File: config.mk
export PLATFORM = sky130hd
export DESIGN_NAME = branch_target_predictor
export DESIGN_NICKNAME = d
export VERILOG_FILES = /design/src/rtl/branch_target_predictor.sv
export SDC_FILE = /design/constraint.sdc
export NUM_CORES = 1
export LEC_CHECK = 0
export CORE_AREA = 5 5 311 313
export DETAILED_ROUTE_END_ITERATION = 12
export DIE_AREA = 0 0 316 318
export GPL_ROUTABILITY_DRIVEN = 0
export PLACE_DENSITY = 0.57
export REMOVE_ABC_BUFFERS = 1
export SETUP_SLACK_MARGIN = 0.5
export SYNTH_ARGS = -nofsm -noshare
export SYNTH_HDL_FRONTEND = slang
export SYNTH_SLANG_ARGS = --single-unit
File: constraint.sdc
create_clock -name clk -period 13.4 [get_ports clk]
set_input_delay 2.68 -clock clk [delete_from_list [all_inputs] [get_ports clk]]
set_output_delay 2.68 -clock clk [all_outputs]
set_load 0.005 [all_outputs]
File: src/rtl/branch_target_predictor.sv
// Direct-mapped branch target buffer with saturating direction counters.
// Combinational lookup from the IF-stage PC; trained by branches resolving in ME.
module branch_target_predictor #(
    parameter int ENTRIES      = 16,
    parameter int COUNTER_BITS = 2,
    parameter int TAG_WIDTH    = 8,
    parameter int PC_INCREMENT = 4
) (
    input  logic        clk,
    input  logic        reset,
    input  logic [31:0] lookup_pc,
    output logic        hit,
    output logic        predict_taken,
    output logic [31:0] predict_next_pc,
    input  logic        update_valid,
    input  logic [31:0] update_pc,
    input  logic        update_taken,
    input  logic [31:0] update_target,
    input  logic        update_predicted_taken,
    input  logic        flush_all,
    output logic [31:0] update_count,
    output logic [31:0] mispredict_count
);

    localparam int IDX_BITS = $clog2(ENTRIES);
    localparam logic [COUNTER_BITS-1:0] CTR_WT  = COUNTER_BITS'(1) << (COUNTER_BITS - 1);
    localparam logic [COUNTER_BITS-1:0] CTR_WNT = CTR_WT - COUNTER_BITS'(1);

    logic                    valid_q  [ENTRIES];
    logic [TAG_WIDTH-1:0]    tag_q    [ENTRIES];
    logic [31:0]             target_q [ENTRIES];
    logic [COUNTER_BITS-1:0] ctr_q    [ENTRIES];

    logic [31:0] updCount_q, updCount_d;
    logic [31:0] mispCount_q, mispCount_d;

    logic [IDX_BITS-1:0]     lookIdx, updIdx;
    logic [TAG_WIDTH-1:0]    lookTag, updTag;
    logic                    updHit;
    logic [COUNTER_BITS-1:0] updCtr_d;
    logic                    unusedUpdPc;

    assign lookIdx = lookup_pc[IDX_BITS+1:2];
    assign lookTag = lookup_pc[IDX_BITS+TAG_WIDTH+1:IDX_BITS+2];
    assign updIdx  = update_pc[IDX_BITS+1:2];
    assign updTag  = update_pc[IDX_BITS+TAG_WIDTH+1:IDX_BITS+2];

    // Alignment and high PC bits are not part of the index or tag.
    assign unusedUpdPc = ^update_pc;

    assign hit             = valid_q[lookIdx] && (tag_q[lookIdx] == lookTag);
    assign predict_taken   = hit && ctr_q[lookIdx][COUNTER_BITS-1];
    assign predict_next_pc = predict_taken ? target_q[lookIdx]
                                           : lookup_pc + 32'(PC_INCREMENT);

    assign updHit = valid_q[updIdx] && (tag_q[updIdx] == updTag);

    assign update_count     = updCount_q;
    assign mispredict_count = mispCount_q;

    always_comb begin
        updCtr_d = ctr_q[updIdx];
        if (update_taken) begin
            if (ctr_q[updIdx] != '1) begin
                updCtr_d = ctr_q[updIdx] + COUNTER_BITS'(1);
            end
        end else if (ctr_q[updIdx] != '0) begin
            updCtr_d = ctr_q[updIdx] - COUNTER_BITS'(1);
        end

        // Statistics saturate rather than wrap so long runs stay meaningful.
        updCount_d  = updCount_q;
        mispCount_d = mispCount_q;
        if (update_valid) begin
            if (updCount_q != '1) begin
                updCount_d = updCount_q + 32'd1;
            end
            if ((update_taken != update_predicted_taken) && (mispCount_q != '1)) begin
                mispCount_d = mispCount_q + 32'd1;
            end
        end
    end

    always_ff @(posedge clk or negedge reset) begin
        if (!reset) begin
            for (int i = 0; i < ENTRIES; i++) begin
                valid_q[i]  <= 1'b0;
                tag_q[i]    <= '0;
                target_q[i] <= '0;
                ctr_q[i]    <= CTR_WNT;
            end
            updCount_q  <= '0;
            mispCount_q <= '0;
        end else begin
            updCount_q  <= updCount_d;
            mispCount_q <= mispCount_d;
            // A flush wins over any table training in the same cycle.
            if (flush_all) begin
                for (int i = 0; i < ENTRIES; i++) begin
                    valid_q[i] <= 1'b0;
                end
            end else if (update_valid) begin
                if (updHit) begin
                    ctr_q[updIdx] <= updCtr_d;
                    if (update_taken) begin
                        target_q[updIdx] <= update_target;
                    end
                end else if (update_taken) begin
                    valid_q[updIdx]  <= 1'b1;
                    tag_q[updIdx]    <= updTag;
                    target_q[updIdx] <= update_target;
                    ctr_q[updIdx]    <= CTR_WT;
                end
            end
        end
    end

endmodule

==> results of run 1 <==
state kept, by name (all words and copies together), names as in the netlist:
signal,cells
ctr_q,32
mispredict_count,32
tag_q,128
target_q,512
update_count,32
valid_q,16
cell families (layout without fill, tap and decap cells):
group | Yosys count | in the layout | synth area share
muxes | 868 | 868 | 0.340
xor gates and xnor gates | 111 | 111 | 0.0261
DFF | 752 | 752 | 0.507
adders and majority gates | 5 | 5 | 0.00155
buffers and inverters | 227 | 404 | 0.0264
other | 0 | 4 | 0
AOI/OAI and AO/OA | 69 | 69 | 0.0169
and+or+nand+nor | 703 | 703 | 0.0825
per-layer routing:
| metal | vias to the layer above | wire length (um) | GRT usage |
|---|---|---|---|
| met2 | 666 | 50800 | 0.341 |
| met4 | 16 | 3230 | 0.0643 |
| li1 | 10100 | - | - |
| met3 | 218 | 6840 | 0.0494 |
| met5 | - | 105 | 0 |
| met1 | 12500 | 45800 | 0.290 |
critical path: cells and delay by family:
family | cells | cell delay (ps)
compound gates | 1 | 180
xor+xnor | 1 | 190
buf+inv | 4 | 2180
mux | 3 | 1270
simple gates | 2 | 660
power by group through the flow:
stage          clock network [mW]  registers, mW  logic (mW)
2_1_floorplan                   0           2.71       0.543
3_3_place_gp                    0           2.74       0.842
3_5_place_dp                    0           2.77       0.872
4_1_cts                      2.59           2.73       0.875
5_1_grt                      2.68           2.77       0.941
6_report                     2.53           2.73       0.862
Yosys cell counts (3+ instances only):
cell / number
a21oi_1: 4
a21oi_2: 6
a21oi_4: 11
a221oi_1: 3
a22o_1: 3
a22oi_1: 4
and2_1: 8
and3_1: 21
and4_1: 5
buf_1: 7
buf_2: 50
buf_4: 6
buf_6: 4
clkbuf_1: 130
dfrtp_1: 736
dfstp_2: 16
ha_1: 3
inv_1: 29
mux2_2: 467
mux2_4: 80
mux2i_1: 83
mux4_2: 237
nand2_1: 464
nand2b_1: 5
nand3_1: 58
nand3b_1: 3
nand4_1: 18
nor2_1: 61
nor2b_1: 6
nor3_1: 22
nor3_2: 9
nor4_1: 6
o21ai_0: 4
o22ai_1: 16
or3_1: 5
or4_1: 3
xnor2_1: 76
xor2_1: 35
worst max path at each step:
stage / startpoint / cells after the start / end
global route: lookup_pc[3] / 11 / predict_next_pc[13]
global placement: lookup_pc[3] / 11 / predict_next_pc[13]
detailed placement: lookup_pc[3] / 11 / predict_next_pc[16]
finish: lookup_pc[3] / 11 / predict_next_pc[16]
floorplan: lookup_pc[2] / 6 / predict_next_pc[0]
CTS: lookup_pc[3] / 11 / predict_next_pc[16]
metrics by stage:
stage               power [mW]  setup WS [ps]  instances
floorplan                 3.25           5200       2537
global route              6.39           3350       4177
detailed placement        3.64           3530       4021
global placement          3.59           3490       4021
CTS                       6.20           3520       4177
finish                    6.13           3430       4181
area by class of cell:
| class | instances | area share |
|---|---|---|
| inverters | 29 | 0.00252 |
| well taps | 1265 | 0.0366 |
| repair buffers | 219 | 0.0494 |
| clock buffers | 123 | 0.0581 |
| flip-flops and latches | 752 | 0.436 |
| diodes | 4 | 0.000231 |
| multi-input cells | 1756 | 0.404 |
| clock inverters | 33 | 0.0133 |
placed cells by master (no fill, tap or decap), types with 7 or more instances in the layout:
cell	n
dfrtp_1	736
mux2_2	467
nand2_1	457
mux4_2	237
clkdlybuf4s50_1	171
clkbuf_16	88
mux2i_1	83
mux2_4	80
xnor2_1	76
nand3_1	58
nor2_1	49
buf_4	39
xor2_1	35
inv_1	29
nor3_1	22
and3_1	21
clkbuf_8	19
nand4_1	18
clkbuf_1	17
o22ai_1	16
dfstp_2	16
clkinv_2	13
nor2_4	12
a21oi_4	11
bufinv_16	11
nor3_2	9
and2_1	8
nand2_2	7
==> flow_summary.yaml, run 1 <==
layout:
  layout.nets: 2951
  final_area_sq_um: 43300
  finish.utilization: 0.460
  multi_input_area_sq_um: 17500
  fillers: 8251
  drive_gt1_frac: 0.357
  register_area_sq_um: 18800
  area_growth_pct: 16.3
cts:
  cts_made_buffers: 88
  cts_buffer_depth: 3
  clkTransAtPathRegs_ps: 60
  ctsHoldBuffers: 0
  post-cts-setup-buffer-count: 0
  cts_tree: "done"
  clock_sinks: 752
  htree_levels: 3
  cts_root_buffer: "clkbuf_16"
  clk_latency_ps: 660
  cts.repair.resized: 0
status:
  outcome: "completed"
placed_design:
  hpwl_um: 61500
  post_dp_cell_area_sq_um: 40200
  port_buffers: 179
power:
  vdd.ir_drop.worst_uv: 98.0
  p_clk_frac: 0.413
  swShare: 0.253
  leakage_nw: 19.3
  switchingPower_mw: 1.55
  combPwrFrac: 0.141
  p_int_mw: 4.58
  seqPwrFrac: 0.446
  powerDensity_nw_per_um2: 142
synthesis:
  ys_types: 65
  ys_warn_count: 0
  ys_ff_latch: 752
  synth-async-reset-ratio: 1.00
  syn_inst: 2735
  synth-edff-count: 0
  ys_seq_area_frac: 0.507
  synth_area_sq_um: 37200
  avgSynthCellArea_sq_um: 13.6
  synth_ff_type: "dfrtp_1"
  synth_area_leader_cell: "dfrtp_1"
  synth_area_leaders: "dfrtp_1 50%, mux4_2 14%, mux2_2 14%"
  synth_top_cell_area_share: 0.495
setup_path:
  crit_arrival_ps: 7290
  critical-path-max-stage-delay_ps: 650
  worst-path-max-fanout: 56
  reg2reg_to: "tag_q[65]"
  cp_slowest_cell: "clkdlybuf4s50_1"
  crit_top_cell: "buf_4"
  reg2reg_depth: 7
  rrSetupSlack_ps: 9820
  end_kind: "output port"
  critPathRequiredTime_ps: 10720
  worstPathCellList: "clkbuf_8 > buf_4 > mux4_2 > mux2i_1 > xor2_1 > nand3_1 > o31ai_1 > nand4_1 > buf_4 > mux2_2 > clkdlybuf4s50_1"
  startpoint_type: "input port"
  reg2reg_from: "tag_q[0]"
  path_class: "input port to output port"
timing:
  hold_viol_final: 0
  slew_viol_final: 0
  clock_skew_ps: 33.9
  fin_crit_ps: 9970
  maxSlewHeadroom: 0.195
  worstMarginPinSlew_ps: 1200
  setup_viol_count_final: 0
  rsz0062_at_grt: "no"
  timing.setup.tns_ps: 0
  period_share: 0.744
  clock.fmax_mhz: 100
  fin_hold_ws_ps: 467
worst_hold_path:
  min_path_type: "register to register"
  holdPathStages: 2
  min_to: "target_q[1]"
  hold_start: "target_q[1]"
drt:
  first_pass_iters: 5
  vias: 23400
  wl_per_cell_um: 25.5
  viasPerCell: 5.61
  drc: 0
  drt_iter0_markers: 1671
  routed_wl_um: 107000
  ant_nets: 0
grt:
  grt_usage: 0.213
  grt_max_degree: 178
  antenna_found_initial: 15
  grt_pass1_wl_um: 163000
  grt_overflow: 0
  grt_pass1_vias: 25600
floorplan:
  dieWidth_um: 316
  io_pins: 200
  die_area_sq_um: 100000
  rows: 113
  initial_utilization: 0.395
  core_sq_um: 94000
  fp.dieH_um: 318
flow_run:
  drv_cap: 0
Power figures use the tool's default switching activity.
==> run 2, diff against run 1 <==
Clock period 13.4 ns to 10.11 ns, I/O delays scaled along.
==> flow_summary.yaml, run 2 (same netlist as run 1, synthesis figures left out) <==
floorplan:
  initial_utilization: 0.395
  die_area_sq_um: 100000
  dieWidth_um: 316
  io_pins: 200
  core_sq_um: 94000
  rows: 113
  fp.dieH_um: 318
cts:
  cts_buffer_depth: 3
  clk_latency_ps: 670
  clock_sinks: 752
  cts.repair.resized: 0
  cts_tree: "done"
  htree_levels: 3
  ctsHoldBuffers: 0
  post-cts-setup-buffer-count: 0
  clkTransAtPathRegs_ps: 60
  cts_made_buffers: 88
  cts_root_buffer: "clkbuf_16"
setup_path:
  crit_arrival_ps: 5900
  reg2reg_from: "tag_q[99]"
  end_kind: "output port"
  worst-path-max-fanout: 28
  startpoint_type: "input port"
  reg2reg_to: "valid_q[3]"
  rrSetupSlack_ps: 6320
  path_class: "input port to output port"
  reg2reg_depth: 7
  critPathRequiredTime_ps: 8090
grt:
  grt_pass1_wl_um: 163000
  grt_pass1_vias: 25600
  grt_usage: 0.213
  grt_use_met3: 0.0402
  grt_max_degree: 185
  antenna_found_initial: 10
  use_met2: 0.348
  grt-busiest-layer: "met2"
  grt_overflow: 0
  grtUsageMet1: 0.293
timing:
  timing.setup.tns_ps: 0
  clock_skew_ps: 41.3
  clock.fmax_mhz: 126
  rsz0062_at_grt: "no"
  fin_crit_ps: 7920
  hold_viol_final: 0
  period_share: 0.783
  fin_hold_ws_ps: 469
  maxSlewHeadroom: 0.243
  worstMarginPinSlew_ps: 1130
  slew_viol_final: 0
  setup_viol_count_final: 0
placed_design:
  dp.cells: 4025
  port_buffers: 179
  post_dp_cell_area_sq_um: 40200
  hpwl_um: 62600
layout:
  largest_register_ffs: 512
  final_area_sq_um: 43100
  drive_gt1_frac: 0.356
  most-common-layout-cells: "736 x dfrtp_1, 467 x mux2_2, 457 x nand2_1"
  regMostFlops: "target_q"
  reg_top3: "target_q x512, tag_q x128"
  fin_cells: 4183
  final_common_cell: "dfrtp_1"
  area_growth_pct: 15.8
  layout.nets: 2955
power:
  powerDensity_nw_per_um2: 184
  leakage_nw: 19.2
  vdd.ir_drop.worst_uv: 124
drt:
  vias: 23600
  drc: 0
  viasPerCell: 5.65
  first_pass_iters: 5
  drt_iter0_markers: 1831
  ant_nets: 0
  routed_wl_um: 107000
  wl_per_cell_um: 25.7
status:
  outcome: "completed"
worst_hold_path:
  min_to: "target_q[26]"
  hold_start: "target_q[26]"
  holdPathStages: 2
  min_path_type: "register to register"
flow_run:
  drv_cap: 0
-- run 2: worst max path at each step --
stage | slack, ps | start | end | cells after the start
6_report | 2190 | lookup_pc[5] | predict_next_pc[26] | 10
3_5_place_dp | 2190 | lookup_pc[5] | predict_next_pc[26] | 10
2_1_floorplan | 3220 | lookup_pc[2] | predict_next_pc[0] | 6
3_3_place_gp | 2180 | lookup_pc[5] | predict_next_pc[26] | 10
4_1_cts | 2160 | lookup_pc[5] | predict_next_pc[26] | 10
5_1_grt | 2010 | lookup_pc[5] | predict_next_pc[26] | 10
-- run 2: layer usage --
metal / part of all wire / wire length [um]
met1: 0.43 / 46200
met2: 0.48 / 52100
met3: 0.060 / 6450
met4: 0.026 / 2740
met5: 0.00012 / 13
-- run 2: report_power, final --
group	internal (mW)	total, mW	switching [mW]
sequential	3.39	3.63	0.242
clock	1.87	3.16	1.30
combinational	0.653	1.14	0.491
-- run 2: area by class of cell --
| type | count | area (sq um) |
|---|---|---|
| Sequential cell | 752 | 18800 |
| Fill cell | 8297 | 50900 |
| Tap cell | 1265 | 1580 |
| Multi-Input combinational cell | 1756 | 17500 |
| Clock buffer | 127 | 2560 |
| Inverter | 29 | 109 |
| Clock inverter | 26 | 343 |
| Antenna cell | 5 | 12.5 |
| Timing Repair Buffer | 223 | 2140 |
-- run 2: through the flow --
step / util / worst slack, ps / total power [mW]
after floorplan: - / 3220 / 4.31
after global placement: 0.427 / 2180 / 4.75
after detailed placement: 0.427 / 2190 / 4.83
after CTS: 0.458 / 2160 / 8.02
after global routing: 0.458 / 2010 / 8.28
final: 0.458 / 2190 / 7.94
-- run 2: critical path, stage by stage --
cell,delay (ps)
buf_4,420
buf_4,660
and3_1,470
nand4_1,130
buf_4,230
nor4_1,660
nand3_1,180
xnor2_1,300
mux2_2,230
clkdlybuf4s50_1,500
